==> config.mk <==
export PLATFORM = sky130hd
export DESIGN_NAME = ccff_bitstream_loader
export DESIGN_NICKNAME = d
export VERILOG_FILES = /design/src/rtl/ccff_bitstream_loader.sv
export SDC_FILE = /design/constraint.sdc
export NUM_CORES = 1
export LEC_CHECK = 0
export BUFFER_PORTS_ARGS = -buffer_cell sky130_fd_sc_hd__buf_2
export CAP_MARGIN = 10
export CORE_MARGIN = 8
export CORE_UTILIZATION = 40
export CTS_BUF_LIST = sky130_fd_sc_hd__clkbuf_4 sky130_fd_sc_hd__clkbuf_8
export DETAILED_ROUTE_END_ITERATION = 8
export PLACE_DENSITY_LB_ADDON = 0.08
export SETUP_SLACK_MARGIN = 0.4
export SYNTH_ARGS = -nofsm -noshare
export SYNTH_HDL_FRONTEND = slang
export SYNTH_SLANG_ARGS = --single-unit
==> constraint.sdc <==
create_clock -name prog_clk -period 2.85 [get_ports prog_clk]
set_clock_uncertainty 0.15 [all_clocks]
set_input_delay 0.57 -clock prog_clk [delete_from_list [all_inputs] [get_ports prog_clk]]
set_output_delay 0.57 -clock prog_clk [all_outputs]
set_load 0.02 [all_outputs]
==> src/rtl/ccff_bitstream_loader.sv <==
`default_nettype none
// ============================================================================
//  Module      : ccff_bitstream_loader
//  Description : Programming-side driver for the configuration-chain head.
//                Flushes the chain, probes its length through ccff_tail,
//                then serialises parallel bitstream words LSB-first into
//                ccff_head. IO isolation is released only after a complete,
//                length-checked load.
//  Revision    : 1.0 - initial release
// ============================================================================
module ccff_bitstream_loader #(
    parameter int CHAIN_LEN = 1024,
    parameter int WORD_W    = 8
) (
    input  logic              prog_clk,
    input  logic              prog_reset_n,
    input  logic              start,
    input  logic [WORD_W-1:0] bs_data,
    input  logic              bs_valid,
    output logic              bs_ready,
    output logic              ccff_head,
    output logic              ccff_shift_en,
    input  logic              ccff_tail,
    output logic              IO_ISOL_N,
    output logic              busy,
    output logic              done,
    output logic              error
);

    // Counter must reach CHAIN_LEN (probe decision value) with headroom.
    localparam int CNT_W  = $clog2(CHAIN_LEN + 2);
    localparam int BCNT_W = $clog2(WORD_W + 1);

    localparam logic [2:0] S_IDLE  = 3'd0;
    localparam logic [2:0] S_FLUSH = 3'd1;
    localparam logic [2:0] S_PROBE = 3'd2;
    localparam logic [2:0] S_LOAD  = 3'd3;
    localparam logic [2:0] S_DONE  = 3'd4;
    localparam logic [2:0] S_ERROR = 3'd5;

    localparam logic [CNT_W-1:0] c_cnt_full = CNT_W'(CHAIN_LEN);
    localparam logic [CNT_W-1:0] c_cnt_last = CNT_W'(CHAIN_LEN - 1);
    localparam logic [CNT_W-1:0] c_bits_one = CNT_W'(1);

    logic [2:0]        r_state, w_state_nxt;
    logic [CNT_W-1:0]  r_cnt, w_cnt;
    logic [CNT_W-1:0]  r_bits_left, w_bits_left;
    logic [WORD_W-1:0] r_buf, w_buf;
    logic [BCNT_W-1:0] r_buf_cnt, w_buf_cnt;
    logic              r_head, w_head;
    logic              r_shift_en, w_shift_en;
    logic              r_bs_ready, w_bs_ready;
    logic              r_io_isol_n, w_io_isol_n;
    logic              r_busy, w_busy;
    logic              r_done, w_done;
    logic              r_error, w_error;
    logic              w_last_word;

    // The word being accepted is the final one when it covers all remaining bits.
    assign w_last_word = (32'(r_bits_left) <= WORD_W);

    // State, counters and registered outputs.
    always_ff @(posedge prog_clk) begin
        if (!prog_reset_n) begin
            r_state     <= S_IDLE;
            r_cnt       <= '0;
            r_bits_left <= '0;
            r_buf       <= '0;
            r_buf_cnt   <= '0;
            r_head      <= 1'b0;
            r_shift_en  <= 1'b0;
            r_bs_ready  <= 1'b0;
            r_io_isol_n <= 1'b0;
            r_busy      <= 1'b0;
            r_done      <= 1'b0;
            r_error     <= 1'b0;
        end else begin
            r_state     <= w_state_nxt;
            r_cnt       <= w_cnt;
            r_bits_left <= w_bits_left;
            r_buf       <= w_buf;
            r_buf_cnt   <= w_buf_cnt;
            r_head      <= w_head;
            r_shift_en  <= w_shift_en;
            r_bs_ready  <= w_bs_ready;
            r_io_isol_n <= w_io_isol_n;
            r_busy      <= w_busy;
            r_done      <= w_done;
            r_error     <= w_error;
        end
    end

    // Next-state decision; the probe compares ccff_tail against shifts completed.
    always_comb begin
        w_state_nxt = r_state;
        case (r_state)
            S_IDLE, S_DONE, S_ERROR: begin
                if (start) w_state_nxt = S_FLUSH;
            end
            S_FLUSH: begin
                if (r_cnt == c_cnt_last) w_state_nxt = S_PROBE;
            end
            S_PROBE: begin
                if (ccff_tail)
                    w_state_nxt = (r_cnt == c_cnt_full) ? S_LOAD : S_ERROR;
                else if (r_cnt == c_cnt_full)
                    w_state_nxt = S_ERROR;
            end
            S_LOAD: begin
                if (r_shift_en && (r_buf_cnt == '0) && (r_bits_left == c_bits_one))
                    w_state_nxt = S_DONE;
            end
            default: w_state_nxt = S_IDLE;
        endcase
    end

    // Next values of the datapath and of every registered output.
    always_comb begin
        w_cnt       = r_cnt;
        w_bits_left = r_bits_left;
        w_buf       = r_buf;
        w_buf_cnt   = r_buf_cnt;
        w_head      = 1'b0;
        w_shift_en  = 1'b0;
        w_bs_ready  = 1'b0;
        w_busy      = (w_state_nxt == S_FLUSH) || (w_state_nxt == S_PROBE) ||
                      (w_state_nxt == S_LOAD);
        w_done      = (w_state_nxt == S_DONE);
        w_error     = (w_state_nxt == S_ERROR);
        w_io_isol_n = (w_state_nxt == S_DONE);
        case (r_state)
            S_IDLE, S_DONE, S_ERROR: begin
                if (start) begin
                    w_cnt      = '0;
                    w_shift_en = 1'b1;
                end
            end
            S_FLUSH: begin
                w_shift_en = 1'b1;
                if (r_cnt == c_cnt_last) begin
                    // First probe shift carries the marker bit.
                    w_cnt  = '0;
                    w_head = 1'b1;
                end else begin
                    w_cnt = r_cnt + 1'b1;
                end
            end
            S_PROBE: begin
                if (w_state_nxt == S_PROBE) begin
                    w_cnt      = r_cnt + 1'b1;
                    w_shift_en = 1'b1;
                end else if (w_state_nxt == S_LOAD) begin
                    w_bits_left = c_cnt_full;
                    w_buf_cnt   = '0;
                    w_bs_ready  = 1'b1;
                end
            end
            S_LOAD: begin
                if (r_shift_en) begin
                    w_bits_left = r_bits_left - 1'b1;
                    if (r_buf_cnt != '0) begin
                        w_head     = r_buf[0];
                        w_buf      = r_buf >> 1;
                        w_buf_cnt  = r_buf_cnt - 1'b1;
                        w_shift_en = 1'b1;
                    end else if (w_state_nxt == S_LOAD) begin
                        // Buffer drained: one bubble cycle requesting the next word.
                        w_bs_ready = 1'b1;
                    end
                end else if (r_bs_ready) begin
                    if (bs_valid) begin
                        w_head     = bs_data[0];
                        w_buf      = bs_data >> 1;
                        w_buf_cnt  = w_last_word ? BCNT_W'(r_bits_left - 1'b1)
                                                 : BCNT_W'(WORD_W - 1);
                        w_shift_en = 1'b1;
                    end else begin
                        w_bs_ready = 1'b1;
                    end
                end
            end
            default: ;
        endcase
    end

    assign bs_ready      = r_bs_ready;
    assign ccff_head     = r_head;
    assign ccff_shift_en = r_shift_en;
    assign IO_ISOL_N     = r_io_isol_n;
    assign busy          = r_busy;
    assign done          = r_done;
    assign error         = r_error;

endmodule
`default_nettype wire

======== Yosys cells after proc, flatten, opt, wreduce, memory -nomap -nowiden ========
Index checks and enable logic that the tools add are counted.
word-level totals
  bits in registers ....................... 43
  bits of input ports ..................... 13
  word-level logic and storage cells ...... 100
operators by class
  add/subtract/negate cells ............... 3
  order comparisons ....................... 1
  equal/unequal tests ..................... 22
  muxes and demuxes ....................... 47
  reductions and logical operators ........ 16
operators with widths
  cell                     number
  $mux W11                 6
  $pmux W11 S3             1
  $mux W8                  4
  $mux W4                  7
  $pmux W11 S2             1
  $mux W3                  6
  $mux W1                  17
  $eq A3 B2 Y1 const B     4
  $eq A3 B3 Y1 const B     4
  $pmux W3 S4              1
  $add A11 B1 Y11 const B  1
  $eq A11 B1 Y1 const B    1
  $eq A11 B10 Y1 const B   1
  $eq A11 B11 Y1 const B   1
  $le A11 B4 Y1 const B    1
  $sub A11 B1 Y11 const B  1
  $ne A2 B2 Y1 const B     5
  $ne A3 B3 Y1 const B     3
  $pmux W4 S2              1
  $reduce_and A4 Y1        2
  $eq A3 B1 Y1 const B     2
  $reduce_and A6 Y1        1
  $reduce_bool A2 Y1       3
  $logic_not A4 Y1         1
  other kinds (11)         14

======== Longest topological paths before layout ========
  depth in word-level cells ............... 10
  mapped depth ............................ 9

======== Least setup slack after synthesis ========
Ideal clock, no wire load.
  kind .................................... register to register
  start ................................... register r_cnt[0]
  end ..................................... register r_busy (netlist: busy)
  library setup time ...................... 116 ps
  arrival time ............................ 1805 ps
  data required time ...................... 2584 ps
  slack ................................... 779 ps
  stages on the path, launching flop included .. 9
  buffers on the path ..................... 1
  cell sequence ........................... dfxtp_1 inv_1 ha_1 nor4b_1 and4_1 buf_2 a311o_1 or2_1 o211a_1
on the way
  word-level cells in the longest chain between the ends .. 7
  elaborated cells on any way between the ends .. 12
ends and longest elaborated chain
  element                                       RTL line  source
  start, declared                               46        logic [CNT_W-1:0] r_cnt, w_cnt;
  start signal, assigned                        79        r_cnt <= w_cnt;
  $eq A11 B11 Y1                                105, 106
  $mux W3, on equally long branches             106, 105
  $mux W3                                       104       if (ccff_tail)
  $pmux W3 S4 (*)                               96        case (r_state)
  $eq A3 B1 Y1 or $eq A3 B2 Y1 (tied branches)  126       w_busy = (w_state_nxt == S_FLUSH) || (w_state_nxt == S_PROBE) ||
  $logic_or A1 B1 Y1                            126
  $logic_or A1 B1 Y1 (*)                        126
  end signal, assigned                          87        r_busy <= w_busy;
  end, declared                                 54        logic r_busy, w_busy;
Every way passes the cells marked *; elsewhere a longest branch is shown, timed or not.
A chain may end at the register's enable or synchronous reset.

======== Worst setup path after layout ========
  start ................................... register r_state[2]
  end ..................................... register r_cnt[6]
on the way
  word-level cells in the longest chain between the ends .. 6
  elaborated cells on any way between the ends .. 19
ends and longest elaborated chain
  element                                      RTL line      source
  start, declared                              45            logic [2:0] r_state, w_state_nxt;
  start signal, assigned                       78            r_state <= w_state_nxt;
  $eq A3 B3 Y1, or another cell as far along   96, 131
  $reduce_or A3 Y1 or $mux W3 (tied branches)  96, 131, 104
  $pmux W3 S4                                  96
  $eq A3 B2 Y1                                 149           if (w_state_nxt == S_PROBE) begin
  $ne A2 B2 Y1 (no source line)                n/a
  $reduce_and A3 Y1 (no source line)           n/a
Parallel ways exist; a longest one is shown, timed or not.

==> run_results.csv <==
group,metric,value,unit
status,status,"completed",
drt,vias_per_cell,5.55,
setup_path,end_kind,"register",
global_route,use_met3,0.0364,
die,die_area,8590,um^2
synthesis,syn_nets,309,
setup_path,arrival,2380,ps
clocking,cts_sinks,42,
clocking,cts_setup_buffers,0,
die,initial_core_util,0.404,
sta,setup_tns,0,ps
die,ios,20,
clocking,cts_tree,"built",
synthesis,yosys-top-cells-area,"dfxtp_1 36%, a21oi_1 4.9%, nor2_1 4.3%",
sta,setup_ws,559,ps
sta,relSlewSlack,0.601,
drt,drt-total-wl,5.73,mm
synthesis,synth_warnings,0,
synthesis,synth_ff_type,"dfxtp_1",
placed_design,dp_slack,450,ps
setup_path,worstSetupPathType,"reg -> reg",
global_route,antenna_found_initial,0,
drt,drt-wirelength-per-cell,15.1,um
die,die_h,92.7,um
placed_design,portBuffers,19,
setup_path,cp-start-kind,"register",
global_route,grt_usage,0.139,
synthesis,avgSynthCellArea,8.11,um^2
layout,fin_cells,380,
global_route,grt_overflow_total,0,
sta,clock.fmax,0.437,GHz
layout,final_net_count,323,
drt,drtPass1Iterations,4,
setup_path,required,2940,ps
synthesis,synth_most_common_cell,"dfxtp_1",
drt,post-route-drc-count,0,
sta,post-route-period-util,0.804,
synthesis,synth-seq-cells,42,
clocking,htreeDepth,2,
synthesis,synth_area_leader_cell,"dfxtp_1",
global_route,grt_pass1_wl,9.74,mm
sta,hold_viol,0,
global_route,grtUsageMet1,0.190,
layout,area_delta_synth_final,11.9,%
job,max_cap_viol_count,0,
die,placementRows,28,
die,fp.dieW,92.7,um
sta,rsz0062_at_grt,"no",
sta,drv_slew,0,
placed_design,gp_congestion,0.803,
layout,postLayoutCoreUtil,0.453,
global_route,busiest_layer,"met2",
drt,drt.antenna.violating_nets,0,
clocking,clk_latency,300,ps
clocking,clockBufferDepth,2,
global_route,grt_use_met2,0.206,
clocking,clk_pin_slew,90,ps
synthesis,seq_area_frac_synth,0.357,
global_route,grt_pass1_vias,1971,
synthesis,synth_cells,290,
sta,worst_pin_slew,598,ps
die,coreArea,5820,um^2
layout,layout-drive-gt1-share,0.164,
placed_design,dp_cells,372,
synthesis,yosysUniqueCellTypes,57,
synthesis,async_reset_ff_frac,0,
sta,finalCriticalPeriod,2290,ps
synthesis,netlist_area,2350,um^2
drt,dr_total_vias,2109,
min_path,hp-class,"reg -> reg",
synthesis,synth_edf_count,0,
global_route,grt_max_degree,19,
setup_path,cp_max_fo,12,
layout,antennaDiodeCount,0,
drt,drt_iter0_drc,155,
sta,setup_viol,0,
synthesis,synth_top_area_frac,0.357,
power,peakVddDrop,0.249,mV
power,p_per_area,419,nW/um^2
clocking,cts_root_buffer,"clkbuf_8",
placed_design,place_hpwl,3.99,mm
synthesis,synthTopCellsByCount,"42 x dfxtp_1, 27 x nor2_1, 23 x a21oi_1, 23 x nand2_1, 13 x clkbuf_1",
power,p_leak,0.985,nW
clocking,cts-buffers-inserted,5,
area by class of cell:
cell class              instances  area (um^2)
clock buffers                   7         90.1
clock inverters                 1         5.00
fillers                       596         3180
inverters                      11         41.3
multi-input cells             217         1400
flip-flops and latches         42          845
well taps                      75         93.8
repair buffers                 27          155
stage by stage:
step | hold WS (ps) | power (mW) | cell area, um^2
6_report | 337 | 1.10 | 2630
5_1_grt | 376 | 1.15 | 2630
4_1_cts | 342 | 1.11 | 2610
3_5_place_dp | 330 | 0.693 | 2510
3_3_place_gp | 318 | 0.693 | 2510
2_1_floorplan | 294 | 0.664 | 2350
power breakdown:
| part | switching (mW) | leakage [nW] | total [mW] | internal, mW |
|---|---|---|---|---|
| clock network | 0.216 | 0.0517 | 0.422 | 0.205 |
| logic | 0.0500 | 0.593 | 0.0830 | 0.0330 |
| registers | 0.00826 | 0.340 | 0.598 | 0.589 |
| total | 0.275 | 0.985 | 1.10 | 0.828 |
worst max-delay path, stage by stage, from the launching register on:
cell and delay, ps:
dfxtp_1 430, or3b_4 460, a311oi_2 300, nor2_1 70, buf_4 180, or4_1 500, a21oi_1 120
placed cells by master (no fill, tap or decap), types with 3 or more instances in the layout:
cell | netlist | routed
a211oi_1 | 7 | 7
o21ai_0 | 11 | 11
o31ai_1 | 3 | 3
nor3_1 | 11 | 11
nand2_1 | 23 | 23
inv_1 | 11 | 11
dfxtp_1 | 42 | 41
or3_1 | 9 | 9
buf_4 | 1 | 8
a21oi_1 | 23 | 23
xnor2_1 | 3 | 3
nor2b_1 | 3 | 3
nor3b_1 | 3 | 3
nand4_1 | 4 | 4
and3_1 | 5 | 5
o22ai_1 | 6 | 6
nor2_1 | 27 | 27
ha_1 | 6 | 6
nand3_1 | 10 | 10
buf_2 | 4 | 19
or4_1 | 4 | 4
or2_2 | 4 | 4
a31oi_1 | 6 | 6
mux2i_1 | 10 | 10
clkbuf_8 | 0 | 6
worst paths after layout:
kind,startpoint,end,slack (ps),cells after the start
hold / removal,r_buf_cnt[1],r_buf_cnt[1],340,2
setup / recovery,r_state[2],r_cnt[6],560,6
hold reg to reg,r_buf_cnt[1],r_buf_cnt[1],340,2
setup reg to reg,r_state[2],r_cnt[6],560,6
logic make-up after synthesis:
| family | count (synthesis) | share of synthesized area |
|---|---|---|
| adders and majority gates | 6 | 0.0319 |
| DFF | 42 | 0.357 |
| AOI/OAI and AO/OA | 73 | 0.207 |
| buffers and inverters | 31 | 0.0564 |
| muxes | 10 | 0.0426 |
| and+or+nand+nor | 123 | 0.286 |
| xor gates and xnor gates | 5 | 0.0186 |
metal layers:
layer | part of all wire | routed length [um] | up-vias
met5 | 0 | 0 | -
li1 | - | - | 1087
met1 | 0.51 | 2930 | 985
met2 | 0.43 | 2470 | 31
met3 | 0.044 | 252 | 6
met4 | 0.014 | 79 | 0
state kept, by name, summed over array words and instances, names as in the netlist, 3 cells and up:
name,count
r_bits_left,11
r_buf,7
r_buf_cnt,4
r_cnt,11
r_state,3
repair_timing:
action	CTS	global route
setup endpoints to repair	0	13
gates resized for setup	0	6
hold buffers	0	0
No activity file was read; power rests on OpenSTA's default activity.
